File: src/rtl/sdram_port_arbiter.sv
// Two-master round-robin arbiter for the SDRAM controller's Avalon-MM slave port.
// Commands pass combinationally through grant muxes; read responses are routed in order via a 1-bit ID FIFO.
module sdram_port_arbiter #(
    parameter int ADDR_W      = 25,
    parameter int DATA_W      = 16,
    parameter int MAX_PENDING = 4
) (
    input  logic                clk_clk,
    input  logic                reset_reset_n,

    input  logic [ADDR_W-1:0]   m0_address,
    input  logic                m0_read,
    input  logic                m0_write,
    input  logic [DATA_W-1:0]   m0_writedata,
    input  logic [DATA_W/8-1:0] m0_byteenable,
    output logic                m0_waitrequest,
    output logic [DATA_W-1:0]   m0_readdata,
    output logic                m0_readdatavalid,

    input  logic [ADDR_W-1:0]   m1_address,
    input  logic                m1_read,
    input  logic                m1_write,
    input  logic [DATA_W-1:0]   m1_writedata,
    input  logic [DATA_W/8-1:0] m1_byteenable,
    output logic                m1_waitrequest,
    output logic [DATA_W-1:0]   m1_readdata,
    output logic                m1_readdatavalid,

    output logic [ADDR_W-1:0]   s_address,
    output logic                s_read,
    output logic                s_write,
    output logic [DATA_W-1:0]   s_writedata,
    output logic [DATA_W/8-1:0] s_byteenable,
    input  logic                s_waitrequest,
    input  logic [DATA_W-1:0]   s_readdata,
    input  logic                s_readdatavalid,

    output logic                err_unexpected
);

    localparam int PTR_W = $clog2(MAX_PENDING);
    localparam int CNT_W = $clog2(MAX_PENDING + 1);
    localparam logic [CNT_W-1:0] FULL_CNT = CNT_W'(MAX_PENDING);

    typedef enum logic [1:0] {
        IDLE   = 2'd0,
        GRANT0 = 2'd1,
        GRANT1 = 2'd2
    } state_t;

    state_t state, state_nxt;
    logic   last, last_nxt;

    logic req0, req1;
    logic full, empty;
    logic cmd_done;
    logic push, pop, push_id, head;

    logic [PTR_W-1:0] wr_ptr, rd_ptr;
    logic [CNT_W-1:0] count;
    logic             fifo_mem [MAX_PENDING];

    assign req0  = m0_read | m0_write;
    assign req1  = m1_read | m1_write;
    assign full  = (count == FULL_CNT);
    assign empty = (count == '0);

    // Grant-select muxes; a read from the granted master is held off while the ID FIFO is full.
    always_comb begin
        // NOTE: every output gets a default before the case so no path leaves it unassigned (no latches).
        s_address      = '0;
        s_writedata    = '0;
        s_byteenable   = '0;
        s_read         = 1'b0;
        s_write        = 1'b0;
        m0_waitrequest = 1'b1;
        m1_waitrequest = 1'b1;
        case (state)
            GRANT0: begin
                s_address      = m0_address;
                s_writedata    = m0_writedata;
                s_byteenable   = m0_byteenable;
                s_read         = m0_read & ~full;
                s_write        = m0_write;
                m0_waitrequest = s_waitrequest | (m0_read & full);
            end
            GRANT1: begin
                s_address      = m1_address;
                s_writedata    = m1_writedata;
                s_byteenable   = m1_byteenable;
                s_read         = m1_read & ~full;
                s_write        = m1_write;
                m1_waitrequest = s_waitrequest | (m1_read & full);
            end
            default: ;
        endcase
    end

    assign cmd_done = (s_read | s_write) & ~s_waitrequest;

    always_comb begin
        state_nxt = state;
        last_nxt  = last;
        case (state)
            IDLE: begin
                if (req0 && (!req1 || last)) begin
                    state_nxt = GRANT0;
                end else if (req1) begin
                    state_nxt = GRANT1;
                end
            end
            GRANT0: begin
                if (cmd_done) begin
                    last_nxt = 1'b0;
                    if (req1)      state_nxt = GRANT1;
                    else if (req0) state_nxt = GRANT0;
                    else           state_nxt = IDLE;
                end else if (!req0) begin
                    state_nxt = IDLE;
                end
            end
            GRANT1: begin
                if (cmd_done) begin
                    last_nxt = 1'b1;
                    if (req0)      state_nxt = GRANT0;
                    else if (req1) state_nxt = GRANT1;
                    else           state_nxt = IDLE;
                end else if (!req1) begin
                    state_nxt = IDLE;
                end
            end
            default: state_nxt = IDLE;
        endcase
    end

    // NOTE: sequential state uses non-blocking assignments so every register samples pre-edge values.
    always_ff @(posedge clk_clk or negedge reset_reset_n) begin
        if (!reset_reset_n) begin
            state <= IDLE;
            last  <= 1'b1;
        end else begin
            state <= state_nxt;
            last  <= last_nxt;
        end
    end

    // Read-ID FIFO: remembers which master owns each outstanding read, oldest at the head.
    assign push    = cmd_done & s_read;
    assign push_id = (state == GRANT1);
    assign pop     = s_readdatavalid & ~empty;
    assign head    = fifo_mem[rd_ptr];

    always_ff @(posedge clk_clk or negedge reset_reset_n) begin
        if (!reset_reset_n) begin
            wr_ptr         <= '0;
            rd_ptr         <= '0;
            count          <= '0;
            err_unexpected <= 1'b0;
        end else begin
            if (push) wr_ptr <= wr_ptr + PTR_W'(1);
            if (pop)  rd_ptr <= rd_ptr + PTR_W'(1);
            case ({push, pop})
                2'b10:   count <= count + CNT_W'(1);
                2'b01:   count <= count - CNT_W'(1);
                default: ;
            endcase
            if (s_readdatavalid && empty) err_unexpected <= 1'b1;
        end
    end

    // NOTE: FIFO storage is deliberately not reset; pointers and count alone decide which entries are valid.
    always_ff @(posedge clk_clk) begin
        if (push) fifo_mem[wr_ptr] <= push_id;
    end

    assign m0_readdata      = s_readdata;
    assign m1_readdata      = s_readdata;
    assign m0_readdatavalid = s_readdatavalid & ~empty & ~head;
    assign m1_readdatavalid = s_readdatavalid & ~empty &  head;

endmodule

File: config.mk
export PLATFORM = sky130hd
export DESIGN_NAME = sdram_port_arbiter
export DESIGN_NICKNAME = d
export VERILOG_FILES = /design/src/rtl/sdram_port_arbiter.sv
export SDC_FILE = /design/constraint.sdc
export NUM_CORES = 1
export LEC_CHECK = 0
export ABC_AREA = 1
export CORE_MARGIN = 2
export CORE_UTILIZATION = 27
export CTS_CLUSTER_SIZE = 30
export DETAILED_ROUTE_END_ITERATION = 16
export PLACE_DENSITY = 0.79
export SLEW_MARGIN = 30
export SYNTH_ARGS = -nofsm -noshare
export SYNTH_HDL_FRONTEND = slang
export SYNTH_SLANG_ARGS = --single-unit
File: constraint.sdc
create_clock -name clk_clk -period 2.3 [get_ports clk_clk]
set_input_delay 0.575 -clock clk_clk [delete_from_list [all_inputs] [get_ports clk_clk]]
set_output_delay 0.575 -clock clk_clk [all_outputs]
set_load 0.1 [all_outputs]
## Word level (Yosys, flattened, before mapping)

Memory sizes are Yosys's and may differ from the RTL's.
Cells that the tools add are included.

| operators by class | value |
|---|---|
| add/sub/neg operators | 4 |
| mux-type cells | 24 |
| equality and inequality tests | 10 |
| bitwise gates (word level) | 18 |
| reductions and logical operators | 10 |

Operators with widths:

| cell | count |
|---|---|
| 25-bit case mux with 2 select lines | 1 |
| 16-bit case mux with 2 select lines | 1 |
| 2-bit two-way mux | 9 |
| 1-bit bitwise AND | 9 |
| 3-bit != test, second input constant | 3 |
| 1-bit two-way mux | 7 |
| 1-bit case mux with 2 select lines | 3 |
| 2-bit case mux with 3 select lines | 1 |
| 3-bit case mux with 2 select lines | 1 |
| 3-bit AND reduction | 2 |
| 1-bit OR | 5 |
| 2-bit by 1-bit adder with 2-bit output, second input constant | 2 |
| 2-bit by 1-bit equality test with 1-bit output, second input constant | 2 |
| 2-bit equality test, second input constant | 2 |
| 2-bit != test, second input constant | 2 |
| 1-bit inverter | 4 |
| 2-bit case mux with 2 select lines | 1 |
| 2-bit nonzero test | 2 |
| 3-bit by 1-bit adder with 3-bit output, second input constant | 1 |
| 3-bit equality test, second input constant | 1 |
| 3-bit logical NOT | 1 |
| 3-bit by 1-bit subtractor with 3-bit output, second input constant | 1 |
| 1-bit logical AND | 2 |
| 2-bit logical NOT | 1 |
| 2 further kinds | 2 |

| storage, ports and cells | value |
|---|---|
| bits in registers | 11 |
| memories kept | 1 |
| output and inout port bits | 82 |
| input bits | 110 |
| bits in writable memories | 4 |
| word-level logic and storage cells | 73 |

Memory list:

| name | words | width | rd ports | clocked after memory_dff | write ports | RTL line | source |
|---|---|---|---|---|---|---|---|
| fifo_mem | 4 | 1 | 1 | 0 | 1 | 61 | `logic fifo_mem [MAX_PENDING];` |

## Longest topological paths before layout

| logic depth | value |
|---|---|
| depth after elaboration | 9 |
| gate-level depth with buffers | 13 |
| depth with buffers taken out | 12 |

## Least setup slack after synthesis

Ideal clock, no wire load.

| timing path | value |
|---|---|
| path kind | register to output |
| from | reg state[0] |
| to | out s_address[10] |
| slack | -0.927 ns |
| buffers on the path | 2 |
| data required time | 1.725 ns |
| arrival | 2.652 ns |
| stages on the path, launching flop included | 7 |
| cell sequence | dfrtp_1 > inv_1 > ha_1 > buf_6 > clkbuf_1 > nand2_1 > a21oi_1 |

| between the ends | value |
|---|---|
| cells in the longest elaborated chain, start to end | 2 |
| elaborated cells on any way between the ends | 3 |
| those cells by class | 2 x eq/ne; 1 x mux |

RTL lines:

| what | RTL line | source |
|---|---|---|
| start: declaration | 51 | `state_t state, state_nxt;` |
| start signal: assignment | 142 | `state <= state_nxt;` |
| 2-bit equality test or 2-bit by 1-bit equality test with 1-bit output (tied branches) | 78 | `case (state)` |
| 25-bit case mux with 2 select lines (*) | 78 |  |
| end: declaration | 29 | `output logic [ADDR_W-1:0] s_address,` |

Mark *: on every way between the ends. The rest lies on a longest branch, timed or not.

## Worst setup path in the final report

| timing path | value |
|---|---|
| from | in s_waitrequest |
| to | out m1_waitrequest |

| between the ends | value |
|---|---|
| cells in the longest elaborated chain, start to end | 2 |

RTL lines:

| what | RTL line | source |
|---|---|---|
| start: declaration | 34 | `input logic s_waitrequest,` |
| 1-bit OR | 93 | `m1_waitrequest = s_waitrequest \| (m1_read & full);` |
| 1-bit two-way mux | 78 |  |
| end: declaration | 25 | `output logic m1_waitrequest,` |

No other way between the ends.

==> summary.txt <==
Pwr
  – Power Total: 6.49 mW
  – Peak supply drop: 0.000909 V
  – Leak: 1.64 nW
  – PwrDens: 1460 nW/µm²

Clocking
  – Clock slew at reported path FFs: 0.06 ns
  – Clock buffer depth: 2
  – Number of hold buffers added after CTS: 0
  – Num CTS Buffers: 3
  – TritonCTS Sinks: 15
  – H-tree levels: 1
  – CTS tree: done
  – Root buffer cell: clkbuf_8
  – Clk_lat worst skew: 0.25 ns

Logic synthesis
  – Largest cells by area after synthesis: nand2_1, dfrtp_1, buf_4
  – Synth top area share: 22.9%
  – Synth cell types: 28
  – Avg Cell Area, Syn: 6.21 µm²
  – Simple-gate portion of the synthesized area: 32.6%
  – Post-Syn Area: 1870 µm²
  – Synth Area in XOR/XNOR: 1.87%
  – Number of synthesized register bits: 15
  – Top-count cell post-synth: nand2_1
  – Multiplexer share of the synthesized area: 0%
  – Synthesized Nets: 422
  – Yosys warns: 0
  – Main combinational cell family by area after synthesis: simple AND/OR/NAND/NOR gates
  – Commonest cells in the netlist: nand2_1, a21oi_1, buf_4, inv_1, nor2_1
  – Synth Instances: 301
  – Synth area leader: nand2_1
  – Async S/R FF share, synth: 73.3%
  – Number of synthesized flops with an enable pin: 4
  – Synth Area in Adders: 7.76%
  – Complex-gate fraction of the synthesized area: 15.4%
  – Post-synthesis sequential area ratio: 21.2%
  – Predominant post-synthesis flop cell: dfrtp_1

Cells and area
  – FF/Latch Area: 399 µm²
  – Fraction of final layout cells with drive strength greater than 1: 35.1%
  – Fin util: 65.7%
  – Multi-input gate area: 1620 µm²
  – Cell area after layout: 4440 µm²
  – ANT cells: 0
  – Fillers: 503
  – Nets: 546
  – Area growth, synth to finish: 138%

Min path
  – Worst hold path class: reg -> reg
  – Hold Path Stages: 1

Worst setup path
  – R2R depth: 12
  – WP data arrival: 1.69 ns
  – CP max FO: 4
  – Crit-path max cell delay: 0.46 ns
  – Cell count along the critical path: 5
  – Critical-path top delay cell: clkdlybuf4s50_1
  – Critical path class: in -> out
  – Buf/Inv on CP: 4
  – Type of origin of the critical path: input port
  – Crit-path cells: clkdlybuf4s50_1, inv_1, buf_4, o211ai_1, clkbuf_16
  – Crit path max-delay family: buffers and inverters
  – Critical path endpoint category: output port
  – Req. time, crit path: 1.73 ns

Timing
  – Clk_skew: 0.000637 ns
  – Setup violators final: 0
  – Min Tclk post-route: 2.27 ns
  – Max-slew violations: 0
  – RSZ-0062 raised after global routing: true
  – Worst slew pin tran: 0.530 ns
  – Endpoints failing hold: 0
  – Slew Limit Headroom: 64.6%
  – Fmax: 0.441 GHz
  – Fin crit share: 98.5%

Global route
  – Met3 usage: 2.46%
  – Total GRT Usage: 18.4%
  – Initial antenna violation count: 0
  – Largest net degree at the start of global routing: 32
  – Top Usage Layer GRT: met2
  – Vias in the first global route: 2314
  – GR Layer Usage met2: 35.2%
  – Overflow after GRT: 0
  – First-pass GRT wire length: 11100 µm
  – Met1 Use GR: 21.5%

Route
  – DR iter-0 viols: 86
  – Antenna-violating nets left: 0
  – Vias: 2339
  – DR vias/cell: 4.64
  – DRC violations left: 0
  – DRT Pass-1 Iters: 4
  – WL/cell: 15.1 µm
  – Final wirelength: 7590 µm

Floorplan
  – Starting Density: 27.7%
  – Core region area: 6760 µm²
  – IO Count: 192
  – Cell Rows: 30
  – Die area: 7600 µm²
  – Die Ht: 87.2 µm
  – Die W: 87.2 µm

Placement
  – IO Port Bufs: 143
  – DP HPWL: 6020 µm
  – Dpl cell area: 4260 µm²
  – Gpl congestion: 0.871

Run
  – Max-cap viol count: 0

Status
  – Status: finished clean
==> path summary, 6_finish.rpt <==
| path | from | slack, ns | to |
|---|---|---|---|
| hold / removal | rd_ptr[1] | 0.47 | rd_ptr[1] |
| setup / recovery | s_waitrequest | 0.03 | m1_waitrequest |
| max in group asynchronous | reset_reset_n | 1.24 | state[1] |
| min in group asynchronous | reset_reset_n | 0.67 | err_unexpected |
| setup reg to reg | state[0] | 0.13 | count[2] |
| hold reg to reg | rd_ptr[1] | 0.47 | rd_ptr[1] |
==> repair_timing <==
| item | 4_1_cts | 5_1_grt |
|---|---|---|
| endpoints found under the setup margin | 46 | 44 |
| gates resized for setup | 9 | 10 |
| pin swaps | 2 | 2 |
| gates cloned | 1 | 0 |
| setup buffers | 3 | 2 |
==> per-stage QoR <==
step / cells / setup TNS (ns) / setup WS (ns) / hold WS (ns)
6_report: 504 / 0 / 0.0345 / 0.468
5_1_grt: 504 / -0.405 / -0.0308 / 0.501
4_1_cts: 502 / 0 / 0.00355 / 0.469
3_5_place_dp: 494 / -0.107 / -0.107 / 0.457
3_3_place_gp: 494 / -0.00778 / -0.00778 / 0.462
2_1_floorplan: 301 / -0.753 / -0.399 / 0.279
==> routing by layer <==
metal,vias to the layer above,share of wire (%),wire [µm]
met2,93,53,4060
met1,1080,39,2940
li1,1159,-,-
met4,0,0.94,71
met3,7,6.9,521
met5,-,0,0
==> power breakdown <==
part | leakage (nW) | total, mW | switching, mW | internal [mW]
registers | 0.160 | 0.477 | 0.0940 | 0.383
logic | 1.46 | 5.80 | 3.71 | 2.09
clock network | 0.0228 | 0.215 | 0.0922 | 0.123
total | 1.64 | 6.49 | 3.90 | 2.59
==> cells in the final DEF (no fill, tap or decap), types with 2 or more instances in the layout <==
master             n
nand2_1          112
inv_4              3
nand2_2            7
nand3_2            2
ha_4               3
edfxtp_1           4
buf_12            53
dfrtp_2            2
clkbuf_8           3
nor2_2             6
inv_1             19
o21ai_0            3
clkdlybuf4s50_1   92
o211ai_1           2
nand3_1            3
nor2_1            13
inv_2              2
xor2_1             3
buf_4             16
dfrtp_1            8
a21oi_4           43
ha_1               7
a21oi_1            3
==> worst reg2reg max path: cells and delay by family, from the launching register on <==
kind / cells / cell delay [ns]
adders and majority gates: 3 / 0.71
DFF: 1 / 0.43
buffers and inverters: 3 / 0.27
AOI/OAI and AO/OA: 2 / 0.27
and+or+nand+nor: 3 / 0.19
xor gates and xnor gates: 1 / 0.16
==> state kept, by name (all words and copies together) (netlist names) <==
signal          flops
last                1
err_unexpected      1
wr_ptr              2
count               3
fifo_mem            4
state               2
rd_ptr              2
==> layout make-up <==
cell class	count	area share [%]
multi-input cells	216	36.5
repair buffers	165	49.1
inverters	24	2.20
clock buffers	4	1.01
flip-flops and latches	15	8.99
well taps	80	2.25
==> cell families after synthesis <==
kind of cell,count (synthesis)
and+or+nand+nor,146
AOI/OAI and AO/OA,55
adders and majority gates,11
xor gates and xnor gates,4
DFF,15
buffers and inverters,70
No activity file was read; power rests on OpenSTA's default activity.
